<file path="config.mk">
export PLATFORM = sky130hd
export DESIGN_NAME = mfp_uart_srec_loader_flat
export DESIGN_NICKNAME = d
export VERILOG_FILES = /design/src/rtl/mfp_uart_srec_loader_pkg.sv /design/src/rtl/mfp_uart_srec_loader_if.sv /design/src/rtl/mfp_srec_hex_digit.sv /design/src/rtl/mfp_uart_srec_loader.sv /design/src/flat_wrapper.sv
export SDC_FILE = /design/constraint.sdc
export NUM_CORES = 1
export LEC_CHECK = 0
export CORE_ASPECT_RATIO = 1.25
export CORE_MARGIN = 5
export CORE_UTILIZATION = 28
export CTS_BUF_LIST = sky130_fd_sc_hd__clkbuf_4 sky130_fd_sc_hd__clkbuf_8 sky130_fd_sc_hd__clkbuf_16
export DETAILED_ROUTE_END_ITERATION = 6
export SETUP_SLACK_MARGIN = 0.1
export SKIP_CTS_REPAIR_TIMING = 1
export SLEW_MARGIN = 20
export SYNTH_ARGS = -nofsm -noshare
export SYNTH_HDL_FRONTEND = slang
export SYNTH_SLANG_ARGS = --single-unit
</file>
<file path="constraint.sdc">
create_clock -name clock -period 2.5 [get_ports clock]
set_input_delay 0.25 -clock clock [delete_from_list [all_inputs] [get_ports clock]]
set_output_delay 0.25 -clock clock [all_outputs]
set_load 0.02 [all_outputs]
</file>
<file path="src/rtl/mfp_uart_srec_loader_pkg.sv">
// Shared definitions for the UART S-record loader: parser states,
// ASCII character codes and the record byte-count rule.
package mfp_uart_srec_loader_pkg;

  typedef enum logic [2:0] {
    ST_IDLE,
    ST_TYPE,
    ST_COUNT,
    ST_ADDR,
    ST_DATA,
    ST_CHECKSUM,
    ST_SKIP
  } state_t;

  localparam logic [7:0] CHAR_S     = 8'h53;  // 'S'
  localparam logic [7:0] CHAR_CR    = 8'h0D;
  localparam logic [7:0] CHAR_LF    = 8'h0A;
  localparam logic [7:0] CHAR_SPACE = 8'h20;
  localparam logic [7:0] CHAR_ZERO  = 8'h30;  // '0'
  localparam logic [7:0] CHAR_NINE  = 8'h39;  // '9'

  // Record type characters following 'S'
  localparam logic [7:0] REC_DATA32 = 8'h33;  // '3'
  localparam logic [7:0] REC_TERM32 = 8'h37;  // '7'

  // Byte count covers address, data and checksum. S7 carries only a
  // 4-byte address; S3 carries whole 32-bit words, i.e. N % 4 == 1.
  function automatic logic count_valid(input logic is_term, input logic [7:0] n);
    if (is_term) return (n == 8'd5);
    return (n >= 8'd5) && (n[1:0] == 2'b01);
  endfunction

endpackage

</file>
<file path="src/rtl/mfp_uart_srec_loader_if.sv">
// Character stream in, word writes and status out.
// master: UART/host side driving characters; slave: the loader.
interface mfp_uart_srec_loader_if;
  logic [7:0]  char_data;
  logic        char_ready;
  logic        in_progress;
  logic        format_error;
  logic        write_enable;
  logic [31:0] write_address;
  logic [31:0] write_data;

  modport master (
    output char_data, char_ready,
    input  in_progress, format_error, write_enable, write_address, write_data
  );

  modport slave (
    input  char_data, char_ready,
    output in_progress, format_error, write_enable, write_address, write_data
  );
endinterface

</file>
<file path="src/rtl/mfp_srec_hex_digit.sv">
// ASCII hex digit decoder: '0'-'9', 'A'-'F', 'a'-'f' to a nibble.
module mfp_srec_hex_digit (
  input  logic [7:0] char_code,
  output logic [3:0] value,
  output logic       valid
);

  // Range-decode the character; letters map to 10..15
  always_comb begin
    // NOTE: every output gets a default first so no path infers a latch.
    value = 4'h0;
    valid = 1'b0;
    if (char_code >= 8'h30 && char_code <= 8'h39) begin
      value = char_code[3:0];
      valid = 1'b1;
    end else if ((char_code >= 8'h41 && char_code <= 8'h46) ||
                 (char_code >= 8'h61 && char_code <= 8'h66)) begin
      value = char_code[3:0] + 4'd9;
      valid = 1'b1;
    end
  end

endmodule

</file>
<file path="src/rtl/mfp_uart_srec_loader.sv">
// Motorola S-record (S3/S7) loader sitting behind the UART receiver.
// Emits masked, word-aligned 32-bit writes plus in_progress/format_error.
// Optional: define MFP_SREC_CHECKSUM_EN to verify record checksums.
module mfp_uart_srec_loader
  import mfp_uart_srec_loader_pkg::*;
#(
  parameter logic [31:0] address_mask   = 32'h1FFF_FFFF,
  parameter int unsigned timeout_cycles = 50_000_000
) (
  input logic                  clock,
  input logic                  reset_n,
  mfp_uart_srec_loader_if.slave bus
);

  localparam logic [31:0] TIMEOUT_LOAD = 32'(timeout_cycles);

  state_t      state, state_next;
  logic        accept;
  logic [3:0]  nib;
  logic        is_hex;
  logic        is_digit;
  logic        is_term;          // current record is S7
  logic [2:0]  digit_cnt;        // digit index within field (wraps per data word)
  logic [7:0]  count;
  logic [7:0]  count_byte;
  logic [8:0]  data_digits_left;
  logic [31:0] addr;
  logic [31:0] addr_full;
  logic [31:0] word;
  logic [31:0] timer;
  logic        timeout_hit;
  logic        set_error;
  logic        word_done;
  logic        start_progress;
  logic        end_progress;
  logic        checksum_ok;

  mfp_srec_hex_digit u_hex (
    .char_code (bus.char_data),
    .value     (nib),
    .valid     (is_hex)
  );

  assign accept      = bus.char_ready;
  assign is_digit    = (bus.char_data >= CHAR_ZERO) && (bus.char_data <= CHAR_NINE);
  assign count_byte  = {count[3:0], nib};
  assign addr_full   = {addr[27:0], nib};
  assign timeout_hit = (state != ST_IDLE) && !accept && (timer == 32'd1);

`ifdef MFP_SREC_CHECKSUM_EN
  logic [7:0] sum;
  logic [3:0] hi_nib;
  logic [7:0] byte_value;
  assign byte_value  = {hi_nib, nib};
  assign checksum_ok = ((sum + byte_value) == 8'hFF);
`else
  assign checksum_ok = 1'b1;
`endif

  // State register
  always_ff @(posedge clock or negedge reset_n) begin
    if (!reset_n) state <= ST_IDLE;
    // NOTE: clocked state uses non-blocking assignments so every register
    // samples pre-edge values regardless of block ordering.
    else          state <= state_next;
  end

  // Next-state decode, error detection and output event strobes
  always_comb begin
    state_next     = state;
    set_error      = 1'b0;
    word_done      = 1'b0;
    start_progress = 1'b0;
    end_progress   = 1'b0;
    if (accept) begin
      unique case (state)
        ST_IDLE: begin
          if (bus.char_data == CHAR_S) state_next = ST_TYPE;
          else if (bus.char_data != CHAR_CR && bus.char_data != CHAR_LF &&
                   bus.char_data != CHAR_SPACE) set_error = 1'b1;
        end
        ST_TYPE: begin
          if (bus.char_data == REC_DATA32 || bus.char_data == REC_TERM32) begin
            state_next = ST_COUNT;
          end else begin
            state_next = ST_SKIP;
            set_error  = !is_digit;
          end
        end
        ST_COUNT: begin
          if (!is_hex) begin
            state_next = ST_SKIP;
            set_error  = 1'b1;
          end else if (digit_cnt == 3'd1) begin
            if (count_valid(is_term, count_byte)) state_next = ST_ADDR;
            else begin
              state_next = ST_SKIP;
              set_error  = 1'b1;
            end
          end
        end
        ST_ADDR: begin
          if (!is_hex) begin
            state_next = ST_SKIP;
            set_error  = 1'b1;
          end else if (digit_cnt == 3'd7) begin
            if (!is_term && addr_full[1:0] != 2'b00) begin
              state_next = ST_SKIP;
              set_error  = 1'b1;
            end else begin
              start_progress = !is_term;
              state_next = (!is_term && data_digits_left != 9'd0) ? ST_DATA : ST_CHECKSUM;
            end
          end
        end
        ST_DATA: begin
          if (!is_hex) begin
            state_next = ST_SKIP;
            set_error  = 1'b1;
          end else begin
            word_done = (digit_cnt == 3'd7);
            if (data_digits_left == 9'd1) state_next = ST_CHECKSUM;
          end
        end
        ST_CHECKSUM: begin
          if (!is_hex) begin
            state_next = ST_SKIP;
            set_error  = 1'b1;
          end else if (digit_cnt == 3'd1) begin
            state_next   = ST_SKIP;
            set_error    = !checksum_ok;
            end_progress = is_term && checksum_ok;
          end
        end
        ST_SKIP: begin
          if (bus.char_data == CHAR_LF) state_next = ST_IDLE;
        end
        default: state_next = ST_IDLE;
      endcase
    end else if (timeout_hit) begin
      state_next = ST_IDLE;
      set_error  = 1'b1;
    end
  end

  // Field accumulators: digit index, count, address, data word, byte budget
  always_ff @(posedge clock or negedge reset_n) begin
    if (!reset_n) begin
      digit_cnt        <= 3'd0;
      is_term          <= 1'b0;
      count            <= 8'h00;
      addr             <= 32'h0;
      word             <= 32'h0;
      data_digits_left <= 9'd0;
    end else if (accept) begin
      digit_cnt <= (state_next == state) ? digit_cnt + 3'd1 : 3'd0;
      if (state == ST_TYPE) is_term <= (bus.char_data == REC_TERM32);
      if (is_hex) begin
        unique case (state)
          ST_COUNT: begin
            count <= count_byte;
            if (digit_cnt == 3'd1)
              data_digits_left <= ({1'b0, count_byte} - 9'd5) << 1;
          end
          ST_ADDR: addr <= addr_full;
          ST_DATA: begin
            word             <= {word[27:0], nib};
            data_digits_left <= data_digits_left - 9'd1;
            if (word_done) addr <= addr + 32'd4;
          end
          default: ;
        endcase
      end
    end
  end

  // Registered write port: strobe the cycle after a word completes
  always_ff @(posedge clock or negedge reset_n) begin
    if (!reset_n) begin
      bus.write_enable  <= 1'b0;
      bus.write_address <= 32'h0;
      bus.write_data    <= 32'h0;
    end else begin
      bus.write_enable <= word_done;
      if (word_done) begin
        bus.write_address <= addr & address_mask & ~32'h3;
        bus.write_data    <= {word[27:0], nib};
      end
    end
  end

  // Status flags: in_progress tracks the image, format_error is sticky
  always_ff @(posedge clock or negedge reset_n) begin
    if (!reset_n) begin
      bus.in_progress  <= 1'b0;
      bus.format_error <= 1'b0;
    end else begin
      if (start_progress)    bus.in_progress <= 1'b1;
      else if (end_progress) bus.in_progress <= 1'b0;
      if (set_error) bus.format_error <= 1'b1;
    end
  end

  // Inactivity timer: reload on every character, count down mid-record
  always_ff @(posedge clock or negedge reset_n) begin
    if (!reset_n)                                timer <= 32'h0;
    else if (accept)                             timer <= TIMEOUT_LOAD;
    else if (state != ST_IDLE && timer != 32'h0) timer <= timer - 32'd1;
  end

`ifdef MFP_SREC_CHECKSUM_EN
  // Per-record running sum of count, address and data bytes
  always_ff @(posedge clock or negedge reset_n) begin
    if (!reset_n) begin
      sum    <= 8'h00;
      hi_nib <= 4'h0;
    end else if (state == ST_IDLE) begin
      sum <= 8'h00;
    end else if (accept && is_hex) begin
      hi_nib <= nib;
      if (digit_cnt[0] && (state == ST_COUNT || state == ST_ADDR || state == ST_DATA))
        sum <= sum + byte_value;
    end
  end
`endif

endmodule
</file>
<file path="src/flat_wrapper.sv">
// flat-port wrapper written by rule: the top's interface ports become plain ports
module mfp_uart_srec_loader_flat import mfp_uart_srec_loader_pkg::*;
#(
  parameter logic [31:0] address_mask   = 32'h1FFF_FFFF,
  parameter int unsigned timeout_cycles = 50_000_000
)
  (clock, reset_n, bus_char_data, bus_char_ready, bus_in_progress, bus_format_error, bus_write_enable, bus_write_address, bus_write_data);
  mfp_uart_srec_loader_if bus_i ();
  input logic clock;
  input logic reset_n;
  input wire logic [$bits(bus_i.char_data)-1:0] bus_char_data;
  input wire logic [$bits(bus_i.char_ready)-1:0] bus_char_ready;
  output wire logic [$bits(bus_i.in_progress)-1:0] bus_in_progress;
  output wire logic [$bits(bus_i.format_error)-1:0] bus_format_error;
  output wire logic [$bits(bus_i.write_enable)-1:0] bus_write_enable;
  output wire logic [$bits(bus_i.write_address)-1:0] bus_write_address;
  output wire logic [$bits(bus_i.write_data)-1:0] bus_write_data;
  assign bus_i.char_data = bus_char_data;
  assign bus_i.char_ready = bus_char_ready;
  assign bus_in_progress = bus_i.in_progress;
  assign bus_format_error = bus_i.format_error;
  assign bus_write_enable = bus_i.write_enable;
  assign bus_write_address = bus_i.write_address;
  assign bus_write_data = bus_i.write_data;
  mfp_uart_srec_loader #(.address_mask(address_mask), .timeout_cycles(timeout_cycles)) u_core (.clock(clock), .reset_n(reset_n), .bus(bus_i));
endmodule
</file>
==> flow_summary_export.csv <==
group,metric,value,unit
finish,syn_to_final_growth,29.41,%
critical_path,slowest_delay,0.43,ns
synthesis,seq_area_frac_synth,0.4928,
critical_path,slowest_stage,"dfrtp_1",
sta,finalCriticalPeriod,2.293,ns
sta,tightest_slew,0.6392,ns
clock_tree,cts.sinks,171,
pwr,switching_power,2.485,mW
synthesis,yosysMostFrequentCell,"nand2_1",
detailed_routing,dr.first_iter.drc_count,616,
grt,grt_pass1_vias,7419,
clock_tree,insertion_delay,0.44,ns
grt,grt-ovfl-total,0,
die,rows,72,
finish,fin_cells,1553,
synthesis,syn_avg_cell_area,8.632,µm²
critical_path,worst_setup_path_end_kind,"register",
detailed_routing,ant_nets,0,
grt,antenna_found_initial,0,
synthesis,synth.cell_area,0.008683,mm²
finish,drive_gt1_frac,0.1483,
detailed_routing,num_vias,7461,
clock_tree,cts_buffer_depth,2,
die,design.die.area,0.03466,mm²
pwr,power_frac_seq,0.417,
detailed_routing,firstDrtPassIters,5,
finish,final_nets,1160,
clock_tree,cts-buffers-inserted,17,
finish,diodes,0,
die,start_util,0.2818,
synthesis,synth_top_area_frac,0.4928,
pwr,pwr-share-clk,0.343,
clock_tree,htree_levels,4,
placed_design,placed_cells,1516,
synthesis,yosysWarnings,0,
grt,grt_max_degree,68,
sta,finalSetupViolCount,0,
clock_tree,cts_tree,"yes",
sta,slew_violations,0,
status,outcome,"finished, final reports clean",
placed_design,port_buffers,72,
sta,period_share,0.9172,
synthesis,synth-edff-count,0,
pwr,swShare,0.3253,
grt,groute.usage.overall,0.1290,
critical_path,critPathMaxFanout,4,
run,maxCapViolCount,0,
detailed_routing,via_per_inst,4.804,
sta,skew,0.01214,ns
placed_design,gp_congestion,0.8659,
sta,grt_setup_unrepaired,"no",
synthesis,synth_common_cells,"nand2_1 (308), dfrtp_1 (171), a21oi_1 (56)",
synthesis,synthArstFlopShare,1.000,
detailed_routing,wl,21870,µm
pwr,finalPower,7.638,mW
clock_tree,cts_root_buffer,"clkbuf_16",
critical_path,worstPathRequired,2.82,ns
synthesis,ys.flop_type,"dfrtp_1",
synthesis,synth-seq-cells,171,
pwr,p_int,5.153,mW
pwr,power_density,679.8,mW/mm²
min_path,hp-class,"input port to register",
pwr,power.leakage,5.097,nW
grt,grt_pass1_wl,37090,µm
detailed_routing,post_drt_wl_per_cell,14.08,µm
synthesis,synth_cell_types,75,
placed_design,dpl.hpwl,15800,µm
critical_path,start_kind,"register",
critical_path,crit_chain,"ha_1 > ha_1 > nor2b_1 > o22ai_1 > nand2_1 > a31oi_1 > nor2_1 > buf_4 > nor2_1 > or3_1",
sta,slew_headroom,0.5739,
critical_path,arrival,2.62,ns
sta,finalSetupTns,0,ns
sta,hold_violations,0,
die,die_h,206.9,µm
pwr,ir_drop,0.5355,mV
die,ioPinCount,78,
synthesis,yosysTopAreaCell,"dfrtp_1",
pwr,pwr-share-comb,0.239,
synthesis,synth_cells,1006,
synthesis,synth_area_leaders,"dfrtp_1 (49%), nand2_1 (13%), a21oi_1 (3.2%)",
sta,max_freq,436.1,MHz
die,die_w,167.5,µm
die,core,0.03081,mm²
clock_tree,clkTransAtPathRegs,0.07,ns
detailed_routing,drcViolationCount,0,
critical_path,path_class,"register to register",
-- kinds of logic after synthesis --
group,Yosys count,synth area share
AO/OA/AOI/OAI,194,0.1391
XOR/XNOR,30,0.03026
adder cells (fa/ha/maj),15,0.02161
buffers and inverters,87,0.04424
flip-flops,171,0.4928
multiplexers,2,0.002450
other,1,0.0004319
AND/OR/NAND/NOR,506,0.2692
-- placed cells by master (no fill, tap or decap), types with 4 or more instances in the layout --
| master | netlist | final |
|---|---|---|
| a31oi_1 | 10 | 10 |
| xor2_1 | 10 | 10 |
| dfrtp_1 | 171 | 171 |
| or3_1 | 9 | 9 |
| and3_1 | 15 | 15 |
| and4_1 | 6 | 6 |
| nor4_1 | 16 | 16 |
| nor2b_1 | 7 | 7 |
| xnor2_1 | 20 | 20 |
| nand3_1 | 29 | 28 |
| clkbuf_16 | 0 | 17 |
| nor2_1 | 44 | 42 |
| a22o_1 | 4 | 4 |
| a21oi_1 | 56 | 56 |
| nor3_1 | 23 | 22 |
| ha_1 | 15 | 11 |
| buf_4 | 6 | 86 |
| nand2b_1 | 6 | 6 |
| o22ai_1 | 12 | 12 |
| o21ai_0 | 55 | 55 |
| nor3b_1 | 6 | 5 |
| buf_12 | 0 | 10 |
| nand4_1 | 8 | 8 |
| conb_1 | 1 | 5 |
| o31ai_1 | 7 | 7 |
| nand2_1 | 308 | 308 |
| clkdlybuf4s50_1 | 0 | 66 |
| inv_1 | 21 | 19 |
| a211oi_1 | 5 | 5 |
| inv_8 | 0 | 4 |
-- flip-flops by register name, summed over array words and instances (netlist names), 3 cells and up --
register / count
u_core.bus.write_data: 32
u_core.timer: 32
u_core.addr: 29
u_core.word: 28
u_core.bus.write_address: 27
u_core.data_digits_left: 9
u_core.count: 4
u_core.digit_cnt: 3
u_core.state: 3
-- worst paths after layout --
kind / depth (start not counted) / slack (ns) / start / to
setup / recovery: 10 / 0.21 / u_core.digit_cnt[0]$_DFFE_PN0P_ / u_core.state[0]$_DFF_PN0_
hold / removal: 4 / 0.35 / bus_char_data[2] / u_core.is_term$_DFFE_PN0P_
setup reg to reg: 10 / 0.21 / u_core.digit_cnt[0]$_DFFE_PN0P_ / u_core.state[0]$_DFF_PN0_
hold reg to reg: 2 / 0.46 / u_core.bus.write_address[15]$_DFFE_PN0P_ / u_core.bus.write_address[15]$_DFFE_PN0P_
max in group asynchronous: 3 / 1.41 / reset_n / u_core.addr[12]$_DFFE_PN0P_
min in group asynchronous: 2 / 0.39 / reset_n / u_core.word[16]$_DFFE_PN0P_
-- worst max-delay path: cells and delay by family (launching register included) --
family	cells	cell delay, ns
simple gates	5	0.90
compound gates	2	0.24
buf+inv	1	0.14
fa+ha+maj	2	0.46
flops	1	0.43
-- metal layers --
metal	up-vias	track usage	wire length (µm)
met2	148	0.2311	11180
met4	0	0.04407	335
met1	3579	0.1570	9548
met3	25	0.02305	815
li1	3709	-	-
met5	-	0	0
-- through the flow --
stage	instance area, µm²	hold WS (ns)	utilization	worst slack (ns)
global placement	10550	0.3052	0.3425	-0.6782
detailed placement	10550	0.3062	0.3425	-0.7699
floorplan	8788	-0.04559	-	-0.09593
global route	11240	0.3653	0.3647	0.08084
finish	11240	0.3450	0.3647	0.2070
CTS	11120	-0.1681	0.3611	-0.2853
-- area by class of cell --
| type | count | area [µm²] |
|---|---|---|
| clock buffer | 18 | 439.2 |
| clock inverter | 13 | 132.6 |
| fill | 3156 | 19570 |
| inverter | 21 | 98.84 |
| multi-input combinational | 752 | 4180 |
| sequential | 171 | 4279 |
| tap | 407 | 509.2 |
| timing repair buffer | 171 | 1598 |
-- power by group through the flow --
stage / combinational, mW / sequential, mW / clock (mW)
after floorplan: 1.25 / 3.18 / 0
after global placement: 1.72 / 3.23 / 0
after detailed placement: 1.75 / 3.24 / 0
after CTS: 1.76 / 3.19 / 2.71
after global routing: 2.04 / 3.23 / 2.81
final: 1.83 / 3.19 / 2.62
(Power assumes the default switching activity.)
